`src/rtl/cond_select_pkg.sv`:
```
// ---------------------------------------------------------------------------
// cond_select_pkg
// Shared definitions for the branch-condition evaluator:
//   - FLAG_* : bit positions of the ALU status flags in the default 4-flag set
//   - buf_state_e : state of the one-entry result buffer
//   - sel_in_range : true when a flag index addresses an existing flag
// Optional feature macro (used by cond_select_unit): COND_SELECT_STATS_EN
// ---------------------------------------------------------------------------
package cond_select_pkg;

    localparam int FLAG_OR    = 0;
    localparam int FLAG_GT    = 1;
    localparam int FLAG_ZERO  = 2;
    localparam int FLAG_NZERO = 3;

    typedef enum logic {
        BUF_EMPTY = 1'b0,
        BUF_FULL  = 1'b1
    } buf_state_e;

    // The select is widened to 32 bits by the caller so that selects wider
    // than the flag vector (e.g. 3-bit select over 5 flags) compare cleanly.
    function automatic logic sel_in_range(input logic [31:0] sel, input int nflag);
        return (sel < $unsigned(nflag));
    endfunction

endpackage

```
`src/rtl/cond_result_buf.sv`:
```
// ---------------------------------------------------------------------------
// cond_result_buf
// One-entry valid/ready output register holding {take, err}.
// Ports:
//   clk, reset     : clock, synchronous active-low reset
//   load_i         : store take_i/err_i (only asserted when in_ready_o=1)
//   take_i, err_i  : result to store
//   res_ready_i    : consumer accepts the held result
//   res_valid_o    : a result is held
//   res_take_o     : held condition result
//   res_err_o      : held out-of-range flag
//   in_ready_o     : a new result can be loaded this cycle
// ---------------------------------------------------------------------------
module cond_result_buf
    import cond_select_pkg::*;
(
    input  logic clk,
    input  logic reset,
    input  logic load_i,
    input  logic take_i,
    input  logic err_i,
    input  logic res_ready_i,
    output logic res_valid_o,
    output logic res_take_o,
    output logic res_err_o,
    output logic in_ready_o
);

    buf_state_e state_q;
    logic       take_q;
    logic       err_q;

    // Buffer state machine and held result; data only changes on a load so it
    // stays stable while the consumer stalls.
    always_ff @(posedge clk) begin
        if (!reset) begin
            state_q <= BUF_EMPTY;
            take_q  <= 1'b0;
            err_q   <= 1'b0;
        end else begin
            case (state_q)
                BUF_EMPTY: begin
                    if (load_i) begin
                        state_q <= BUF_FULL;
                        take_q  <= take_i;
                        err_q   <= err_i;
                    end else begin
                        state_q <= BUF_EMPTY;
                    end
                end
                BUF_FULL: begin
                    if (res_ready_i && load_i) begin
                        // old result leaves, new one lands on the same edge
                        state_q <= BUF_FULL;
                        take_q  <= take_i;
                        err_q   <= err_i;
                    end else if (res_ready_i) begin
                        state_q <= BUF_EMPTY;
                    end else begin
                        state_q <= BUF_FULL;
                    end
                end
                default: begin
                    state_q <= BUF_EMPTY;
                    take_q  <= 1'b0;
                    err_q   <= 1'b0;
                end
            endcase
        end
    end

    // Output mapping; res_ready feeds only the ready path, never the data.
    always_comb begin
        res_valid_o = (state_q == BUF_FULL);
        res_take_o  = take_q;
        res_err_o   = err_q;
        in_ready_o  = reset && ((state_q == BUF_EMPTY) || res_ready_i);
    end

endmodule

```
`src/rtl/cond_select_unit.sv`:
```
// ---------------------------------------------------------------------------
// cond_select_unit
// Branch-condition evaluator: stores ALU flags, selects one (optionally
// inverted) on request and returns it through a one-entry valid/ready buffer.
// Optional feature macro: COND_SELECT_STATS_EN (adds stat_taken/stat_total).
// Ports:
//   clk, reset            : clock, synchronous active-low reset
//   flag_we, flag_in      : flag register write
//   eval_valid/eval_ready : request handshake; eval_sel, eval_inv payload
//   res_valid/res_ready   : result handshake; res_take, res_err payload
//   flags_q               : current flag register
//   stat_taken/stat_total : saturating consumed-result counters (macro only)
// ---------------------------------------------------------------------------
module cond_select_unit
    import cond_select_pkg::*;
#(
    parameter int NFLAG = 4,
    parameter int SELW  = $clog2(NFLAG)
`ifdef COND_SELECT_STATS_EN
    ,
    parameter int CNTW  = 16
`endif
) (
    input  logic             clk,
    input  logic             reset,
    input  logic             flag_we,
    input  logic [NFLAG-1:0] flag_in,
    input  logic             eval_valid,
    output logic             eval_ready,
    input  logic [SELW-1:0]  eval_sel,
    input  logic             eval_inv,
    output logic             res_valid,
    input  logic             res_ready,
    output logic             res_take,
    output logic             res_err,
    output logic [NFLAG-1:0] flags_q
`ifdef COND_SELECT_STATS_EN
    ,
    output logic [CNTW-1:0]  stat_taken,
    output logic [CNTW-1:0]  stat_total
`endif
);

    logic [NFLAG-1:0] src_s;
    logic [31:0]      sel_ext_s;
    logic             in_range_s;
    logic             sel_bit_s;
    logic             take_s;
    logic             err_s;
    logic             accept_s;

    // Flag register: loads on flag_we, otherwise holds.
    always_ff @(posedge clk) begin
        if (!reset) begin
            flags_q <= {NFLAG{1'b0}};
        end else if (flag_we) begin
            flags_q <= flag_in;
        end else begin
            flags_q <= flags_q;
        end
    end

    // Select/invert: a flag write in the same cycle is forwarded so the
    // evaluation sees the flags being written, not the stale register.
    always_comb begin
        src_s      = flag_we ? flag_in : flags_q;
        sel_ext_s  = {{(32-SELW){1'b0}}, eval_sel};
        in_range_s = sel_in_range(sel_ext_s, NFLAG);
        sel_bit_s  = 1'b0;
        // explicit mux avoids indexing past the flag vector for wide selects
        for (int i = 0; i < NFLAG; i++) begin
            if (sel_ext_s == 32'(i)) begin
                sel_bit_s = src_s[i];
            end else begin
                sel_bit_s = sel_bit_s;
            end
        end
        take_s   = in_range_s ? (sel_bit_s ^ eval_inv) : 1'b0;
        err_s    = !in_range_s;
        accept_s = eval_valid && eval_ready;
    end

    cond_result_buf u_buf (
        .clk         (clk),
        .reset       (reset),
        .load_i      (accept_s),
        .take_i      (take_s),
        .err_i       (err_s),
        .res_ready_i (res_ready),
        .res_valid_o (res_valid),
        .res_take_o  (res_take),
        .res_err_o   (res_err),
        .in_ready_o  (eval_ready)
    );

`ifdef COND_SELECT_STATS_EN
    logic [CNTW-1:0] taken_q;
    logic [CNTW-1:0] total_q;
    logic [CNTW-1:0] taken_d;
    logic [CNTW-1:0] total_d;
    logic            consume_s;

    // Next-state for the saturating counters; error results count in total only.
    always_comb begin
        consume_s = res_valid && res_ready;
        taken_d   = taken_q;
        total_d   = total_q;
        if (consume_s) begin
            if (total_q != {CNTW{1'b1}}) begin
                total_d = total_q + {{(CNTW-1){1'b0}}, 1'b1};
            end else begin
                total_d = total_q;
            end
            if (res_take && !res_err && (taken_q != {CNTW{1'b1}})) begin
                taken_d = taken_q + {{(CNTW-1){1'b0}}, 1'b1};
            end else begin
                taken_d = taken_q;
            end
        end else begin
            taken_d = taken_q;
            total_d = total_q;
        end
    end

    // Counter registers.
    always_ff @(posedge clk) begin
        if (!reset) begin
            taken_q <= {CNTW{1'b0}};
            total_q <= {CNTW{1'b0}};
        end else begin
            taken_q <= taken_d;
            total_q <= total_d;
        end
    end

    assign stat_taken = taken_q;
    assign stat_total = total_q;
`endif

endmodule

```
`config.mk`:
```
export PLATFORM = sky130hd
export DESIGN_NAME = cond_select_unit
export DESIGN_NICKNAME = d
export VERILOG_FILES = /design/src/rtl/cond_select_pkg.sv /design/src/rtl/cond_result_buf.sv /design/src/rtl/cond_select_unit.sv
export SDC_FILE = /design/constraint.sdc
export NUM_CORES = 1
export LEC_CHECK = 0
export ABC_AREA = 1
export CAP_MARGIN = 20
export CORE_AREA = 2 2 39 41
export CTS_BUF_LIST = sky130_fd_sc_hd__clkbuf_4
export CTS_CLUSTER_DIAMETER = 60
export CTS_CLUSTER_SIZE = 16
export DETAILED_ROUTE_END_ITERATION = 12
export DIE_AREA = 0 0 41 43
export PLACE_DENSITY_LB_ADDON = 0.12
export SLEW_MARGIN = 40
export SYNTH_ARGS = -nofsm -noshare
export SYNTH_HDL_FRONTEND = slang
export SYNTH_SLANG_ARGS = --single-unit
```
`constraint.sdc`:
```
create_clock -name clk -period 1.3 [get_ports clk]
set_clock_uncertainty 0.1 [all_clocks]
set_input_delay 0.195 -clock clk [delete_from_list [all_inputs] [get_ports clk]]
set_output_delay 0.195 -clock clk [all_outputs]
set_load 0.01 [all_outputs]
```
# Word level (Yosys, flattened, before mapping)
# Cells that the tools add are included.
# W data, S select, Z words.
# word_totals
output_inout_bits	8
register_bits	7
elab_cells	32
# classes
n_bitwise	2
reduce_logical	6
n_mux	15
eq_ne	5
# ops
operator	n
$mux W1	11
$pmux W1 S2	3
$eq A2 B2 Y1 const B	2
$mux W4	1
$logic_and A1 B1 Y1	3
$eq A2 B1 Y1 const B	1
$logic_not A2 Y1	1
$ne A2 B1 Y1 const B	1
$ne A2 B2 Y1 const B	1
$reduce_and A2 Y1	1
$logic_or A1 B1 Y1	1
$not A1 Y1	1
$xor A1 B1 Y1	1

# Longest topological paths before layout
# Gate-level depths: netlist (run 1).
# logic_depth
depth_word	8
depth_mapped	9
mapped_depth_nobuf	9

# Modules after synthesis
# From an unflattened synthesis (run 1), not the netlist that was laid out.
# hier_totals
cells_unflattened	52
hier_area_um2	335.3
# modules_own_cells
module	cells_per_inst	seq_area_each_um2	area_each_um2	instances
cond_select_unit	33	80.1	205.2	1
cond_result_buf	19	60.1	130.1	1

# Worst setup path after synthesis (run 1)
# No wires, ideal clock.
# synth_timing
path_type	flip-flop to flip-flop
start	register u_buf.state_q, in the netlist u_buf.res_valid_o
end	register u_buf.take_q, in the netlist u_buf.res_take_o
arrival_ns	0.913
n_path_buf	0
path_stages_with_launch	9
slack_ns	0.178
t_required_ns	1.091
path_cell_list	dfxtp_1 > nand2_1 > inv_1 > nor2_1 > nand2_1 > inv_1 > nand3_1 > nand2_1 > inv_1
# synth_via
elab_chain_cells	7
elab_cells_between_ends	9
cone_classes	eq/ne: 2; mux: 1; bitwise: 1; reduce/logical: 5
# synth_rtl
item	line_no	source
start: declaration	cond_result_buf.sv:29	buf_state_e state_q;
start signal: assignment	cond_result_buf.sv:37	state_q <= BUF_EMPTY;
start signal: assignment	cond_result_buf.sv:44	state_q <= BUF_FULL;
start signal: assignment	cond_result_buf.sv:48	state_q <= BUF_EMPTY;
$not A1 Y1 *	cond_result_buf.sv:77	in_ready_o = reset && ((state_q == BUF_EMPTY) || res_ready_i);
$logic_or A1 B1 Y1 *	cond_result_buf.sv:77	
$logic_and A1 B1 Y1 *	cond_result_buf.sv:77	
via eval_ready	cond_select_unit.sv:29	output logic eval_ready,
$logic_and A1 B1 Y1 *	cond_select_unit.sv:80	accept_s = eval_valid && eval_ready;
$logic_and A1 B1 Y1	cond_result_buf.sv:52	if (res_ready_i && load_i) begin
$ne A2 B2 Y1 (no source line)	-	
$reduce_and A2 Y1 (no source line) *	-	
end signal: assignment	cond_result_buf.sv:45	take_q <= take_i;
end signal: assignment	cond_result_buf.sv:55	take_q <= take_i;
end: declaration	cond_result_buf.sv:30	logic take_q;
# Mark *: on every way through the listed nets, which the timed path passes. The rest lies on a longest branch.
# A chain may end at the register's enable or synchronous reset.

# Worst setup path in the final report (run 1)
# layout_timing
start	register u_buf.state_q, in the netlist u_buf.res_valid_o
end	output res_valid
# layout_lines
item	line_no	source
end: declaration	cond_select_unit.sv:32	output logic res_valid,
# No word-level cell between the ends.

==> results.toml, run 1 <==
[cells_and_area]
syn2layout_area_growth_pct = 89.70
drive_gt1_share_pct = 19.18
multi_input_area_um2 = 136.4
layout_commonest_cell = "nand2_1"
fillers = 163
layout.nets = 87
ff_latch_area_um2 = 120.1
post-route-cell-area_um2 = 553.0
final_cell_mix = "nand2_1 (15), clkdlybuf4s50_1 (8), nand3_1 (7), dlygate4sd2_1 (7), buf_4 (7)"
antenna_cells = 0

[cts]
numCtsBuffers = 3
cts_tree = "built"
numClockSinks = 6
htree_num_levels = 1
cts_hold_buf = 0
clock_latency_ns = 0.24
cts_root_buf = "clkbuf_4"
cts.clk_slew.worst_paths_ns = 0.05
clockBufferDepth = 2
postCtsSetupRepairBufs = 0

[global_route]
grt_pass1_vias = 339
grt_max_degree = 6
grt-ovfl-total = 0
grt_pass1_wl_um = 1255
global_route.usage.total_pct = 10.78
grt_antenna_before_repair = 0

[timing]
hold_viol = 0
grt_setup_unrepaired = "no"
drv_slew = 0
finalCritPeriodShare_pct = 94.62
period_minus_slack_ns = 1.230
fin_setup_tns_ns = 0
setup_viol = 0
fmax_mhz = 812.9

[worst_setup_path]
ff2ff_path_depth = 8
startpoint_type = "flip-flop"
cp.arrival_ns = 0.94
cp_data_required_time_ns = 1.00
path_max_fanout = 2
r2r-start = "flags_q[1]"
critPathKind = "reg2out"
critPathCaptureType = "output pin"
reg2reg_to = "u_buf.res_take_o"
rrSetupSlack_ns = 0.28

[pwr]
p_leak_nw = 0.3160
peakVddDrop_mv = 0.3683
powerDensity_nw_per_um2 = 894.5

[floorplanning]
core-area_um2 = 1384
die_w_um = 41
row_count = 14
initial_core_util_pct = 21.07
die_h_um = 43
die_area_um2 = 1763
boundaryPins = 20

[detailed_routing]
drt_iter0_markers = 2
num_vias = 368
drc = 0
wl_per_cell_um = 8.506
firstDrtPassIters = 4
avgViaCountPerCell = 4.135
totalWireLength_um = 757
antenna_left = 0

[yosys]
synth_area_per_cell_um2 = 6.338
yosysTopAreaCell = "dfxtp_1"
ys_warn_count = 0
synth_top_area_share_pct = 41.20
synth_nets = 58
synth.area.top_cells = "dfxtp_1 (41%), nand2_1 (19%), nand3_1 (12%)"
netlist_area_um2 = 291.5
synth_cell_types = 10
yosysSeqAreaShare_pct = 41.20
ys_seq_elements = 6
synth_cells = 46

[hold_path]
whs_endpoint = "u_buf.res_take_o"
holdCritPathClass = "in2reg"
holdPathStages = 5
hp-start = "reset"

[placed_design]
gp_congestion = 0.7025
dp_hpwl_um = 596.8
post_dp_cell_area_um2 = 536.8
place.port_buffers = 18

[status]
status = "complete, no violations"

[flow_run]
cap_viol_max_count = 0
-- layer usage --
layer,vias up,wire length (um),track usage [%]
met3,0,92,4.188
li1,196,-,-
met5,-,0,0
met1,153,345,12.99
met4,0,0,8.000
met2,19,319,14.69
-- cell type report --
class	instances	area share (%)
well taps	16	3.620
clock buffers	3	4.072
flip-flops and latches	6	21.72
repair buffers	25	40.50
multi-input cells	31	24.66
inverters	8	5.430
-- sequential cells by signal (all words and copies together), names as in the netlist --
register and flops:
flags_q 4, u_buf.res_take_o 1, u_buf.res_valid_o 1
-- metrics by stage --
stage                     util, %  power (mW)  hold slack, ns  setup slack (ns)  std cells
after floorplan                 -      0.2538          0.2157            0.1780         46
after global placement      38.79      0.3378          0.3748           -0.4337         86
after detailed placement    38.79      0.3366          0.3788           -0.4310         86
after CTS                   39.42      0.5047          0.3499          -0.03415         89
after global routing        39.96      0.5283          0.2144           0.02619         89
final                       39.96      0.4947          0.1817           0.06988         89
-- power breakdown --
group	total, mW	switching, mW	internal [mW]
registers	0.202	0.00534	0.197
clock network	0.174	0.0696	0.105
logic	0.118	0.0507	0.0677
-- cell usage after synthesis --
master	number
dfxtp_1	6
nand3_1	7
a21oi_1	4
nand3b_1	1
buf_4	1
conb_1	1
nor2_1	3
inv_2	1
inv_1	7
nand2_1	15
-- worst max-delay path by stage --
stage / from / to / slack [ns]
after global placement: res_ready / eval_ready / -0.43
after global routing: u_buf.res_valid_o / res_valid / 0.03
final: u_buf.res_valid_o / res_valid / 0.07
after CTS: res_ready / eval_ready / -0.03
after floorplan: u_buf.res_valid_o / u_buf.res_take_o / 0.18
after detailed placement: res_ready / eval_ready / -0.43
-- critical path, cell delays in order, from the launching register on --
cell	delay, ns
dfxtp_1	0.30
buf_4	0.12
dlygate4sd2_1	0.27
-- logic make-up after synthesis --
group	count (synthesis)	share of synthesized area [%]
other cells	1	1.286
flops	6	41.20
buf+inv	9	12.88
compound gates	4	6.867
simple gates	26	37.77
-- repair_timing --
action                                  in CTS  in global routing
gates resized for setup                     11                  4
pin swaps                                    0                  1
endpoints found under the setup margin       8                  1
cloned                                       0                  0
No activity file was read; power rests on OpenSTA's default activity.
==> inputs of run 2 (changes only) <==
Settings changed: TNS_END_PERCENT set to 30.
==> results of run 2 <==
No change in the layout: final DEF, timing and power equal those of run 1.
==> inputs of run 3 (changes only) <==
Settings changed: CELL_PAD_IN_SITES_DETAIL_PLACEMENT set to 0, CELL_PAD_IN_SITES_GLOBAL_PLACEMENT set to 1, CORE_AREA 2 2 39 41 to not set, CORE_MARGIN set to 2, CORE_UTILIZATION set to 22, DIE_AREA 0 0 41 43 to not set.
==> results.toml, run 3 (synthesis gave the netlist of run 1 again) <==
[pwr]
p_int_mw = 0.3692
peakVddDrop_mv = 0.4109
powerDensity_nw_per_um2 = 896.9
power_switching_mw = 0.1234
seqPwrFrac_pct = 41.0
clockPowerShare_pct = 35.0
totalPowerFinal_mw = 0.4926
p_sw_share_pct = 25.05
p_leak_nw = 0.3052
p_comb_share_pct = 24.0

[cells_and_area]
layout.nets = 87
registers.top_by_ff_count = "flags_q"
antenna_cells = 0
fillers = 153
multi_input_area_um2 = 136.4
finalNonFillerCells = 88
largest_reg_flops = 4
post-route-cell-area_um2 = 549.3
layout_commonest_cell = "nand2_1"
ff_latch_area_um2 = 120.1
final_cell_mix = "nand2_1 (15), clkdlybuf4s50_1 (9), nand3_1 (7), dlygate4sd2_1 (7), buf_4 (7)"
drive_gt1_share_pct = 20.55
syn2layout_area_growth_pct = 88.41

[status]
status = "complete, no violations"

[worst_setup_path]
path_max_fanout = 2
critPathKind = "in2out"
critPathMaxStageDelay_ns = 0.49
cp.arrival_ns = 0.94
startpoint_type = "input port"
path_buf_inv = 3
crit_family = "buffers and inverters"
cp_data_required_time_ns = 1.00
slowest_stage = "clkdlybuf4s50_1"
crit_chain = "clkdlybuf4s50_1 -> inv_2 -> nor2_2 -> buf_2"
critPathCaptureType = "output pin"

[global_route]
grt_pass1_wl_um = 1311
grt_max_degree = 6
grtUsageMet3_pct = 5.556
grt_use_met2_pct = 20.63
met1_usage_pct = 12.58
grt-ovfl-total = 0
grt_antenna_before_repair = 0
grt_pass1_vias = 371
global_route.usage.total_pct = 13.10
busiest_layer = "met2"

[cts]
clockBufferDepth = 2
clock_latency_ns = 0.24
htree_num_levels = 1
numClockSinks = 6
cts_tree = "built"
numCtsBuffers = 3
cts_root_buf = "clkbuf_4"
cts_hold_buf = 0
cts.clk_slew.worst_paths_ns = 0.04

[hold_path]
holdCritPathClass = "in2reg"

[placed_design]
gp_congestion = 0.6759
pre_cts_slack_ns = -0.4371
dp_hpwl_um = 631.5
place_inst = 85
place.port_buffers = 18
post_dp_cell_area_um2 = 535.5

[detailed_routing]
drc = 0
num_vias = 353
firstDrtPassIters = 2
totalWireLength_um = 758
avgViaCountPerCell = 4.011
drt_iter0_markers = 2
antenna_left = 0
wl_per_cell_um = 8.614

[floorplanning]
core-area_um2 = 1269
row_count = 13
die_area_um2 = 1632
boundaryPins = 20
die_h_um = 40.40
initial_core_util_pct = 22.98
die_w_um = 40.40

[timing]
finalCritPeriodShare_pct = 94.95
final.setup.worst_slack_ns = 0.06571
period_minus_slack_ns = 1.234
fin_setup_tns_ns = 0
hold_viol = 0
setup_viol = 0
fmax_mhz = 810.2
drv_slew = 0

[flow_run]
cap_viol_max_count = 0
[run 3: cell types whose count changed in the layout (fill, tap and decap cells not counted)]
cell	previous run	this run
clkdlybuf4s50_1	8	9
dlymetal6s2s_1	2	1
inv_1	6	5
inv_2	2	3
[run 3: worst paths after layout]
kind	end	cells after the start	slack, ns	start
max reg2reg	u_buf.res_take_o	8	0.29	flags_q[1]
min reg2reg	flags_q[0]	2	0.37	flags_q[0]
min	u_buf.res_valid_o	6	0.24	res_ready
max	eval_ready	4	0.07	reset
[run 3: metrics by stage]
stage          util (%)  hold slack, ns
4_1_cts           42.90          0.3444
6_report          43.29          0.2359
3_3_place_gp      42.21          0.3776
2_1_floorplan         -          0.2157
5_1_grt           43.29          0.2725
3_5_place_dp      42.21          0.3730
[run 3: cell type report]
type                    instances  share of cell area (%)
inverters                       8                   5.467
repair buffers                 25                   40.32
well taps                      15                   3.417
multi-input cells              31                   24.83
clock buffers                   3                   4.100
flip-flops and latches          6                   21.87
[run 3: power groups by stage]
stage	clock network, mW	logic (mW)	registers (mW)
6_report	0.172	0.118	0.202
5_1_grt	0.200	0.133	0.203
4_1_cts	0.184	0.120	0.202
3_5_place_dp	0	0.131	0.206
3_3_place_gp	0	0.131	0.206
2_1_floorplan	0	0.0419	0.212
[run 3: timing repair]
action / CTS / global route
buffers inserted: 0 / 0
setup endpoints to repair: 8 / 1
pin swaps: 0 / 1
resized for setup: 11 / 4
cloned: 0 / 0
[run 3: per-layer routing]
metal | wire (um) | vias to the layer above | part of all wire, %
li1 | - | 195 | -
met1 | 333 | 144 | 44
met2 | 333 | 14 | 44
met3 | 92 | 0 | 12
met4 | 0 | 0 | 0
met5 | 0 | - | 0
[run 3: worst reg2reg max path, delay by kind of cell, from the launching register on]
kind / cells / cell delay (ns)
flip-flops: 1 / 0.30
buffers and inverters: 1 / 0.03
AND/OR/NAND/NOR: 7 / 0.49
